File: config.mk
export PLATFORM = sky130hd
export DESIGN_NAME = tx_fifo_dispatch
export DESIGN_NICKNAME = d
export VERILOG_FILES = /design/src/rtl/tx_fifo_dispatch.sv
export SDC_FILE = /design/constraint.sdc
export NUM_CORES = 1
export LEC_CHECK = 0
export ABC_AREA = 1
export CORE_AREA = 2 2 276 278
export CTS_CLUSTER_DIAMETER = 100
export DETAILED_ROUTE_END_ITERATION = 6
export DIE_AREA = 0 0 278 280
export PLACE_DENSITY = 0.55
export SYNTH_ARGS = -nofsm -noshare
export SYNTH_HDL_FRONTEND = slang
export SYNTH_SLANG_ARGS = --single-unit
File: constraint.sdc
create_clock -name i_clk -period 1.8 [get_ports i_clk]
set_clock_uncertainty 0.05 [all_clocks]
set_input_delay 0.36 -clock i_clk [delete_from_list [all_inputs] [get_ports i_clk]]
set_output_delay 0.36 -clock i_clk [all_outputs]
set_load 0.03 [all_outputs]
File: src/rtl/tx_fifo_dispatch.sv
// Per-priority FIFO dispatcher: takes a one-hot grant from the scheduler, drains the
// selected crossbar FIFO through a 2-entry skid buffer onto the pMAC AXI-Stream port.
module tx_fifo_dispatch #(
  parameter int unsigned PORT_FIFO_PRI_NUM = 8,
  parameter int unsigned DATA_WIDTH        = 64
) (
  input  logic                                         i_clk,
  input  logic                                         i_rst,
  input  logic [PORT_FIFO_PRI_NUM:0]                   i_scheduing_rst,
  input  logic                                         i_scheduing_rst_vld,
  input  logic [PORT_FIFO_PRI_NUM:0]                   i_fifoc_empty,
  input  logic [(PORT_FIFO_PRI_NUM+1)*DATA_WIDTH-1:0]  i_fifoc_data,
  input  logic [PORT_FIFO_PRI_NUM:0]                   i_fifoc_last,
  output logic [PORT_FIFO_PRI_NUM:0]                   o_fifoc_rd_en,
  output logic [DATA_WIDTH-1:0]                        o_pmac_tx_axis_data,
  output logic                                         o_pmac_tx_axis_valid,
  output logic                                         o_pmac_tx_axis_last,
  input  logic                                         i_pmac_tx_axis_ready,
  output logic                                         o_tx_done,
  output logic [3:0]                                   o_tx_pri,
  output logic [15:0]                                  o_frame_len,
  output logic                                         o_sched_err
);

  localparam int unsigned P1 = PORT_FIFO_PRI_NUM + 1;
  localparam logic [P1-1:0] OneVec = P1'(1);

  typedef enum logic [1:0] {StIdle, StRead, StDrain} state_e;

  state_e state_q, state_d;

  logic [P1-1:0]         q_oh_q;
  logic [3:0]            q_idx_q;
  logic [15:0]           beat_cnt_q;
  logic [15:0]           beat_next;

  logic [DATA_WIDTH-1:0] buf_data_q [2];
  logic [1:0]            buf_last_q;
  logic                  wr_ptr_q;
  logic                  rd_ptr_q;
  logic [1:0]            buf_cnt_q;

  logic                  tx_done_q;
  logic [3:0]            tx_pri_q;
  logic [15:0]           frame_len_q;
  logic                  sched_err_q;

  logic                  grant_onehot;
  logic                  grant_ok;
  logic                  grant_accept;
  logic                  grant_reject;
  logic [3:0]            grant_idx;

  logic                  sel_empty;
  logic                  sel_last;
  logic [DATA_WIDTH-1:0] sel_data;

  logic                  out_valid;
  logic                  out_pop;
  logic                  buf_space;
  logic                  head_last;
  logic                  fifo_pop;
  logic                  frame_end;

  // Grant qualification
  always_comb begin
    grant_onehot = (i_scheduing_rst != '0) &&
                   ((i_scheduing_rst & (i_scheduing_rst - OneVec)) == '0);
    grant_ok     = grant_onehot && ((i_scheduing_rst & ~i_fifoc_empty) != '0);
    grant_accept = i_scheduing_rst_vld && (state_q == StIdle) && grant_ok;
    grant_reject = i_scheduing_rst_vld && !grant_accept;
    grant_idx    = '0;
    for (int unsigned k = 0; k < P1; k++) begin
      if (i_scheduing_rst[k]) grant_idx = 4'(k);
    end
  end

  // Head word of the latched queue, selected through its one-hot mask
  always_comb begin
    sel_empty = (q_oh_q & ~i_fifoc_empty) == '0;
    sel_last  = |(q_oh_q & i_fifoc_last);
    sel_data  = '0;
    for (int unsigned k = 0; k < P1; k++) begin
      if (q_oh_q[k]) sel_data = sel_data | i_fifoc_data[k*DATA_WIDTH +: DATA_WIDTH];
    end
  end

  always_comb begin
    out_valid = buf_cnt_q != 2'd0;
    out_pop   = out_valid && i_pmac_tx_axis_ready;
    // A full buffer still accepts a word when its head leaves on the same edge
    buf_space = (buf_cnt_q != 2'd2) || out_pop;
    head_last = buf_last_q[rd_ptr_q];
    frame_end = (state_q == StDrain) && out_pop && head_last;
    beat_next = (beat_cnt_q == 16'hFFFF) ? beat_cnt_q : beat_cnt_q + 16'd1;
  end

  // FSM: state register
  always_ff @(posedge i_clk or negedge i_rst) begin
    if (!i_rst) begin
      state_q <= StIdle;
    end else begin
      state_q <= state_d;
    end
  end

  // FSM: next state
  always_comb begin
    state_d = state_q;
    unique case (state_q)
      StIdle:  if (grant_accept) state_d = StRead;
      StRead:  if (fifo_pop && sel_last) state_d = StDrain;
      StDrain: if (frame_end) state_d = StIdle;
      default: state_d = StIdle;
    endcase
  end

  // FSM: outputs
  always_comb begin
    fifo_pop      = (state_q == StRead) && !sel_empty && buf_space;
    o_fifoc_rd_en = fifo_pop ? q_oh_q : '0;
  end

  always_ff @(posedge i_clk or negedge i_rst) begin
    if (!i_rst) begin
      q_oh_q     <= '0;
      q_idx_q    <= '0;
      beat_cnt_q <= '0;
    end else if (grant_accept) begin
      q_oh_q     <= i_scheduing_rst;
      q_idx_q    <= grant_idx;
      beat_cnt_q <= '0;
    end else if (out_pop) begin
      beat_cnt_q <= beat_next;
    end
  end

  // Skid buffer: two-slot ring
  always_ff @(posedge i_clk or negedge i_rst) begin
    if (!i_rst) begin
      for (int i = 0; i < 2; i++) buf_data_q[i] <= '0;
      buf_last_q <= '0;
      wr_ptr_q   <= 1'b0;
      rd_ptr_q   <= 1'b0;
      buf_cnt_q  <= 2'd0;
    end else begin
      if (fifo_pop) begin
        buf_data_q[wr_ptr_q] <= sel_data;
        buf_last_q[wr_ptr_q] <= sel_last;
        wr_ptr_q             <= ~wr_ptr_q;
      end
      if (out_pop) rd_ptr_q <= ~rd_ptr_q;
      buf_cnt_q <= buf_cnt_q + 2'(fifo_pop) - 2'(out_pop);
    end
  end

  always_ff @(posedge i_clk or negedge i_rst) begin
    if (!i_rst) begin
      tx_done_q   <= 1'b0;
      tx_pri_q    <= '0;
      frame_len_q <= '0;
      sched_err_q <= 1'b0;
    end else begin
      tx_done_q   <= frame_end;
      sched_err_q <= grant_reject;
      if (frame_end) begin
        tx_pri_q    <= q_idx_q;
        frame_len_q <= beat_next;
      end
    end
  end

  assign o_pmac_tx_axis_valid = out_valid;
  assign o_pmac_tx_axis_data  = out_valid ? buf_data_q[rd_ptr_q] : '0;
  assign o_pmac_tx_axis_last  = out_valid && head_last;
  assign o_tx_done            = tx_done_q;
  assign o_tx_pri             = tx_pri_q;
  assign o_frame_len          = frame_len_q;
  assign o_sched_err          = sched_err_q;

endmodule

==> results of run 1 <==
state kept, by name (all words and copies together) (netlist names):
name,cells
o_tx_pri,4
q_idx_q,3
beat_cnt_q,16
buf_last_q,2
q_oh_q,9
o_sched_err,1
o_tx_done,1
o_frame_len,16
rd_ptr_q,1
state_q,2
buf_cnt_q,2
buf_data_q,128
wr_ptr_q,1
power groups by stage:
stage	combinational, W	clock, W	sequential [W]
detailed placement	0.00760	0	0.00485
global route	0.0107	0.00453	0.00487
finish	0.0101	0.00422	0.00483
CTS	0.00913	0.00439	0.00480
floorplan	0.00301	0	0.00489
global placement	0.00759	0	0.00485
layout by cell type (no fill, tap or decap), types with 17 or more instances in the layout:
master,n
a21oi_1,57
a21oi_2,21
a21oi_4,53
a221oi_1,47
a221oi_2,17
buf_12,56
buf_16,18
buf_4,123
buf_6,79
clkbuf_16,38
clkdlybuf4s50_1,605
dfrtp_1,176
dlygate4sd2_1,22
inv_1,43
nand2_1,1035
nand2_2,98
nand2_4,57
nand3_1,49
nand4_1,70
nor2_1,18
stage by stage:
stage	utilization (%)	cell area [um2]	worst slack (ps)	cells
2_1_floorplan	-	12920	-37.80	1966
5_1_grt	34.32	25800	-542.5	3796
4_1_cts	32.31	24290	-500.2	3745
3_3_place_gp	29.39	22090	-617.4	3665
3_5_place_dp	29.39	22090	-646.1	3665
6_report	34.33	25810	-454.1	3798
final timing paths:
| path | end |
|---|---|
| min in group i_clk | o_tx_pri[0]$_DFFE_PN0P_ |
| setup / recovery | o_fifoc_rd_en[3] |
| hold / removal | o_frame_len[6]$_DFFE_PN0P_ |
| hold reg to reg | o_tx_pri[0]$_DFFE_PN0P_ |
| max in group asynchronous | buf_data_q[26]$_DFFE_PN0P_ |
| setup reg to reg | state_q[0]$_DFFE_PN0P_ |
per-layer routing:
layer | global-route usage [%] | vias to the layer above | wire length, um
met4 | 7.055 | 6 | 2600
met2 | 34.07 | 682 | 41180
met3 | 4.305 | 98 | 5193
li1 | - | 8026 | -
met1 | 25.13 | 7888 | 37300
met5 | 0 | - | 41
cells by family (layout without fill, tap and decap cells):
group,after synthesis,in the layout
xor+xnor,10,10
simple gates,1359,1359
other cells,0,9
buf+inv,183,1028
flops,186,186
compound gates,225,225
fa+ha+maj,3,3
worst max-delay path, delay by kind of cell, from the launching register on:
| family | cells | cell delay (ps) |
|---|---|---|
| simple gates | 6 | 550 |
| flops | 1 | 510 |
| buf+inv | 2 | 290 |
cell type report:
class                      count  area [um2]  area share (%)
clock buffer                  17       425.4           1.648
timing repair inverter         1       11.26         0.04363
clock inverter                15       211.5          0.8193
multi-input combinational   1597        8524           33.03
antenna                        9       22.52         0.08726
sequential                   186        4692           18.18
timing repair buffer         939       10440           40.45
tap                          978        1224           4.741
inverter                      56       259.0           1.003
repair_timing:
item | 4_1_cts | 5_1_grt
hold buffers | 1 | 0
setup buffers | 34 | 23
gates cloned | 15 | 28
gates resized for setup | 262 | 210
pin swaps | 48 | 76
hold endpoints to repair | 30 | 0
setup endpoints to repair | 232 | 258
==> results_dict.tcl, run 1 <==
set metrics [dict create \
    status "finished with violations" \
    violations "setup timing" \
    synth_common_cells "nand2_1, dfrtp_1, a21oi_1" \
    synth_edf_count 0 \
    sw_frac_of_total_pct 41.15 \
    grt-ovfl-total 0 \
    cts.path.max_buffers 2 \
    n_fill_cell 7890 \
    drt-initial-drc-count 867 \
    grt_pass1_wl_mm 113.3 \
    total_power_w 0.01915 \
    r2r_start "q_oh_q[4]$_DFFE_PN0P_" \
    worstPathCellList "nand2_2, nand3_2, nor2_4, nand2_2, nand2_4, buf_12, nor2_4, buf_12" \
    drtAntennaViolNets 0 \
    rsz0062_at_grt "yes" \
    hold_violations 0 \
    r2r_slack_ps -340 \
    yosys.area_share.adder_pct 0.3031 \
    wire_per_inst_um 22.73 \
    rows 101 \
    leakage_nw 11.98 \
    arrival_ps 1840 \
    timing.hold.ws_ps 349.3 \
    synth_xor_area_share_pct 0.7071 \
    grt_pass1_vias 16350 \
    start_util_pct 16.47 \
    ctsRootBufferMaster "clkbuf_16" \
    ff2ff_path_depth 15 \
    viasPerCell 4.397 \
    cts_sinks 186 \
    irDropWorstVdd_v 0.0006518 \
    seqPwrFrac_pct 25.2 \
    worstMarginPinSlew_ps 525.3 \
    synth_compound_area_share_pct 11.10 \
    finalSetupViolCount 226 \
    track_usage_pct 20.10 \
    portBuffers 703 \
    dieArea_mm2 0.07784 \
    core_area_mm2 0.07519 \
    nets 3408 \
    dp_hpwl_mm 59.44 \
    io_pins 704 \
    max_slew_margin_pct 64.98 \
    finalSetupTns_ps -59400 \
    switchingPower_w 0.007879 \
    critPathMaxFanout 7 \
    cp-startpoint "q_oh_q[4]$_DFFE_PN0P_" \
    syn_nets 2576 \
    yosysWarnings 0 \
    antenna_found_initial 16 \
    fin_crit_ps 2254 \
    clock_latency_ps 490 \
    end_kind "output pin" \
    via_count 16700 \
    wirelength_mm 86.32 \
    fmax_mhz 443.6 \
    power.share.clock_pct 22.0 \
    cts_buffers 17 \
    cts_tree "yes" \
    slew_violations 0 \
    worst_setup_path_start_kind "register" \
    ys.flop_type "dfrtp_1" \
    place.gp.congestion 0.8661 \
    path_clk_slew_ps 90 \
    cpPeakStageDelay_ps 510 \
    netlist_top_cells_area "dfrtp_1, nand2_1, a21oi_1" \
    first_pass_iters 5 \
    synthDistinctLibCells 30 \
    hp-class "primary input to asynchronous set/reset pin" \
    synth_top_family_by_area "simple AND/OR/NAND/NOR gates" \
    combPwrFrac_pct 52.8 \
    drv_cap 0 \
    synth-seq-cells 186 \
    synth_most_common_cell "nand2_1" \
    intPower_w 0.01127 \
    yosys.area_share.simple_pct 43.78 \
    remaining_drc_errors 0 \
    grt_max_degree 46 \
    synthCells 1966 \
    yosysSeqAreaShare_pct 37.58 \
    crit_slowest_cell "dfrtp_4" \
    htree_levels 4 \
    crit_type "register to output pin" \
    synth_area_per_cell_um2 6.300 \
    setup_slack_ps -454.1 \
    syn_area_mm2 0.01239 \
    syn_to_final_growth_pct 108.4 \
    die_h_um 280 \
    async_reset_ff_share_pct 100.0 \
    synth_top_area_cell "dfrtp_1" \
    die_x_um 278 \
    synth_top_area_share_pct 37.58 \
    drive_gt1_share_pct 22.95 \
    post-route-period-util_pct 125.2 \
    power.density_mw_per_mm2 741.9 \
    synthMuxAreaShare_pct 0 \
    crit_required_ps 1390 \
]
Power figures use the tool's default switching activity.
==> run 2: changes to the inputs <==
--- a/config.mk
+++ b/config.mk
@@ -10,6 +10,7 @@
 export CTS_CLUSTER_DIAMETER = 100
 export DETAILED_ROUTE_END_ITERATION = 6
 export DIE_AREA = 0 0 278 280
+export MAX_ROUTING_LAYER = met4
 export PLACE_DENSITY = 0.55
 export SYNTH_ARGS = -nofsm -noshare
 export SYNTH_HDL_FRONTEND = slang
==> run 2 against run 1 <==
Effect of this change: the run still ends with setup timing left; utilization is essentially flat; sequential power is essentially flat; sequential cell count is the same; total power grew 0.37%; hold slack gained 0.89 ps; sequential share of layout area is essentially flat; wire length grew 0.19%; first-iteration DRC count shrank 0.35%; count of clock-buffer cells in the layout is the same; via count grew 0.34%; combinational power is essentially flat; die area is the same; critical path type unchanged; critical endpoint is now o_pmac_tx_axis_data[21]; largest power group unchanged.
==> results_dict.tcl, run 2 (synthesis gave the netlist of run 1 again) <==
set metrics [dict create \
    die_h_um 280 \
    timing.hold.ws_ps 350.1 \
    nets 3407 \
    clock_latency_ps 490 \
    htree_levels 4 \
    drive_gt1_share_pct 23.10 \
    drtAntennaViolNets 0 \
    post-route-period-util_pct 125.3 \
    first_pass_iters 5 \
    worst_setup_path_start_kind "register" \
    ctsRootBufferMaster "clkbuf_16" \
    worstMarginPinSlew_ps 527.7 \
    fmax_mhz 443.5 \
    critPathMaxFanout 8 \
    irDropWorstVdd_v 0.0006583 \
    power.density_mw_per_mm2 744.0 \
    wirelength_mm 86.48 \
    grt_pass1_vias 16350 \
    antenna_found_initial 16 \
    rsz0062_at_grt "yes" \
    viasPerCell 4.411 \
    status "finished with violations" \
    cts_tree "yes" \
    track_usage_pct 20.68 \
    die_x_um 278 \
    finalSetupViolCount 229 \
    arrival_ps 1850 \
    final_common_cell "nand2_1" \
    crit_type "register to output pin" \
    io_pins 704 \
    place.gp.congestion 0.8802 \
    largest_reg_flops 128 \
    drv_cap 0 \
    violations "setup timing" \
    slew_violations 0 \
    worst_path_dominant_cell_family "buffers and inverters" \
    crit_required_ps 1390 \
    via_count 16760 \
    leakage_nw 11.92 \
    core_area_mm2 0.07519 \
    cts_sinks 186 \
    finalSetupTns_ps -58150 \
    crit_slowest_cell "dfrtp_4" \
    rows 101 \
    grt_pass1_wl_mm 113.1 \
    n_fill_cell 7887 \
    largest-register "buf_data_q" \
    syn_to_final_growth_pct 108.6 \
    hp-class "primary input to asynchronous set/reset pin" \
    start_util_pct 16.47 \
    cp_num_buf_inv 4 \
    cts_buffers 17 \
    remaining_drc_errors 0 \
    drt-initial-drc-count 864 \
    dieArea_mm2 0.07784 \
    end_kind "output pin" \
    grt-ovfl-total 0 \
    grt_max_degree 46 \
    path_clk_slew_ps 100 \
    portBuffers 703 \
    hold_violations 0 \
    setup_slack_ps -455.0 \
    max_slew_margin_pct 64.82 \
    wire_per_inst_um 22.76 \
    dp_hpwl_mm 59.44 \
    cts.path.max_buffers 2 \
    worstPathCellList "clkinv_8, buf_16, buf_12, nand2_4, a21oi_4, buf_6" \
    fin_crit_ps 2255 \
    cpPeakStageDelay_ps 560 \
    final_cell_mix "nand2_1, clkdlybuf4s50_1, dfrtp_1" \
]
==> run 2: cell count changes in the layout (fill, tap and decap cells not counted), moves of 2 or more <==
cell	change
buf_8	-2
buf_4	-2
nand2_1	+2
buf_6	+4
a221oi_1	-7
diode_2	+2
a221oi_2	+7
inv_16	+2
==> run 2: power breakdown <==
group	total [W]	internal, W	switching, W
clock network	0.00424	0.00204	0.00220
registers	0.00484	0.00451	0.000328
logic	0.0101	0.00471	0.00543
total	0.0192	0.0113	0.00796
==> run 2: final cells by class <==
type                            instances  area, um2  share of cell area [%]
Clock buffer                           17      425.4                   1.647
Clock inverter                         15      211.5                  0.8186
Timing Repair inverter                  1      20.02                 0.07750
Antenna cell                           11      27.53                  0.1066
Tap cell                              978       1224                   4.737
Inverter                               56      262.8                   1.017
Sequential cell                       186       4692                   18.16
Timing Repair Buffer                  938      10410                   40.30
Multi-Input combinational cell       1597       8558                   33.13
==> run 2: path summary, 6_finish.rpt <==
kind | from | end | slack (ps) | cells past startpoint
max | rd_ptr_q$_DFFE_PN0P_ | o_pmac_tx_axis_data[21] | -460 | 6
min | i_rst | o_frame_len[6]$_DFFE_PN0P_ | 350 | 2
max reg2reg | q_oh_q[5]$_DFFE_PN0P_ | state_q[0]$_DFFE_PN0P_ | -330 | 15
min reg2reg | o_tx_pri[0]$_DFFE_PN0P_ | o_tx_pri[0]$_DFFE_PN0P_ | 430 | 2
max in group asynchronous | i_rst | buf_data_q[21]$_DFFE_PN0P_ | 760 | 3
min in group i_clk | o_tx_pri[0]$_DFFE_PN0P_ | o_tx_pri[0]$_DFFE_PN0P_ | 430 | 2
==> run 2: per-stage QoR <==
stage / total power [W] / utilization [%] / setup WS, ps / cell area (um2) / cells
floorplan: 0.007896 / - / -37.80 / 12920 / 1966
global placement: 0.01244 / 29.39 / -617.4 / 22090 / 3665
detailed placement: 0.01245 / 29.39 / -646.1 / 22090 / 3665
CTS: 0.01832 / 32.31 / -500.2 / 24290 / 3745
global route: 0.02015 / 34.35 / -550.8 / 25830 / 3798
finish: 0.01922 / 34.35 / -455.0 / 25830 / 3799
==> run 2: metal layers <==
layer	wire (um)	track usage, %
met1	37970	25.42
met2	41380	34.07
met3	4417	3.897
met4	2703	6.902
met5	0	-
==> run 2: what timing repair did <==
action	CTS	global route
hold buffers	1	0
pin swaps	48	69
gates cloned	15	28
endpoints found under the setup margin	232	258
setup buffers	34	22
hold endpoints to repair	30	0
resized for setup	262	217
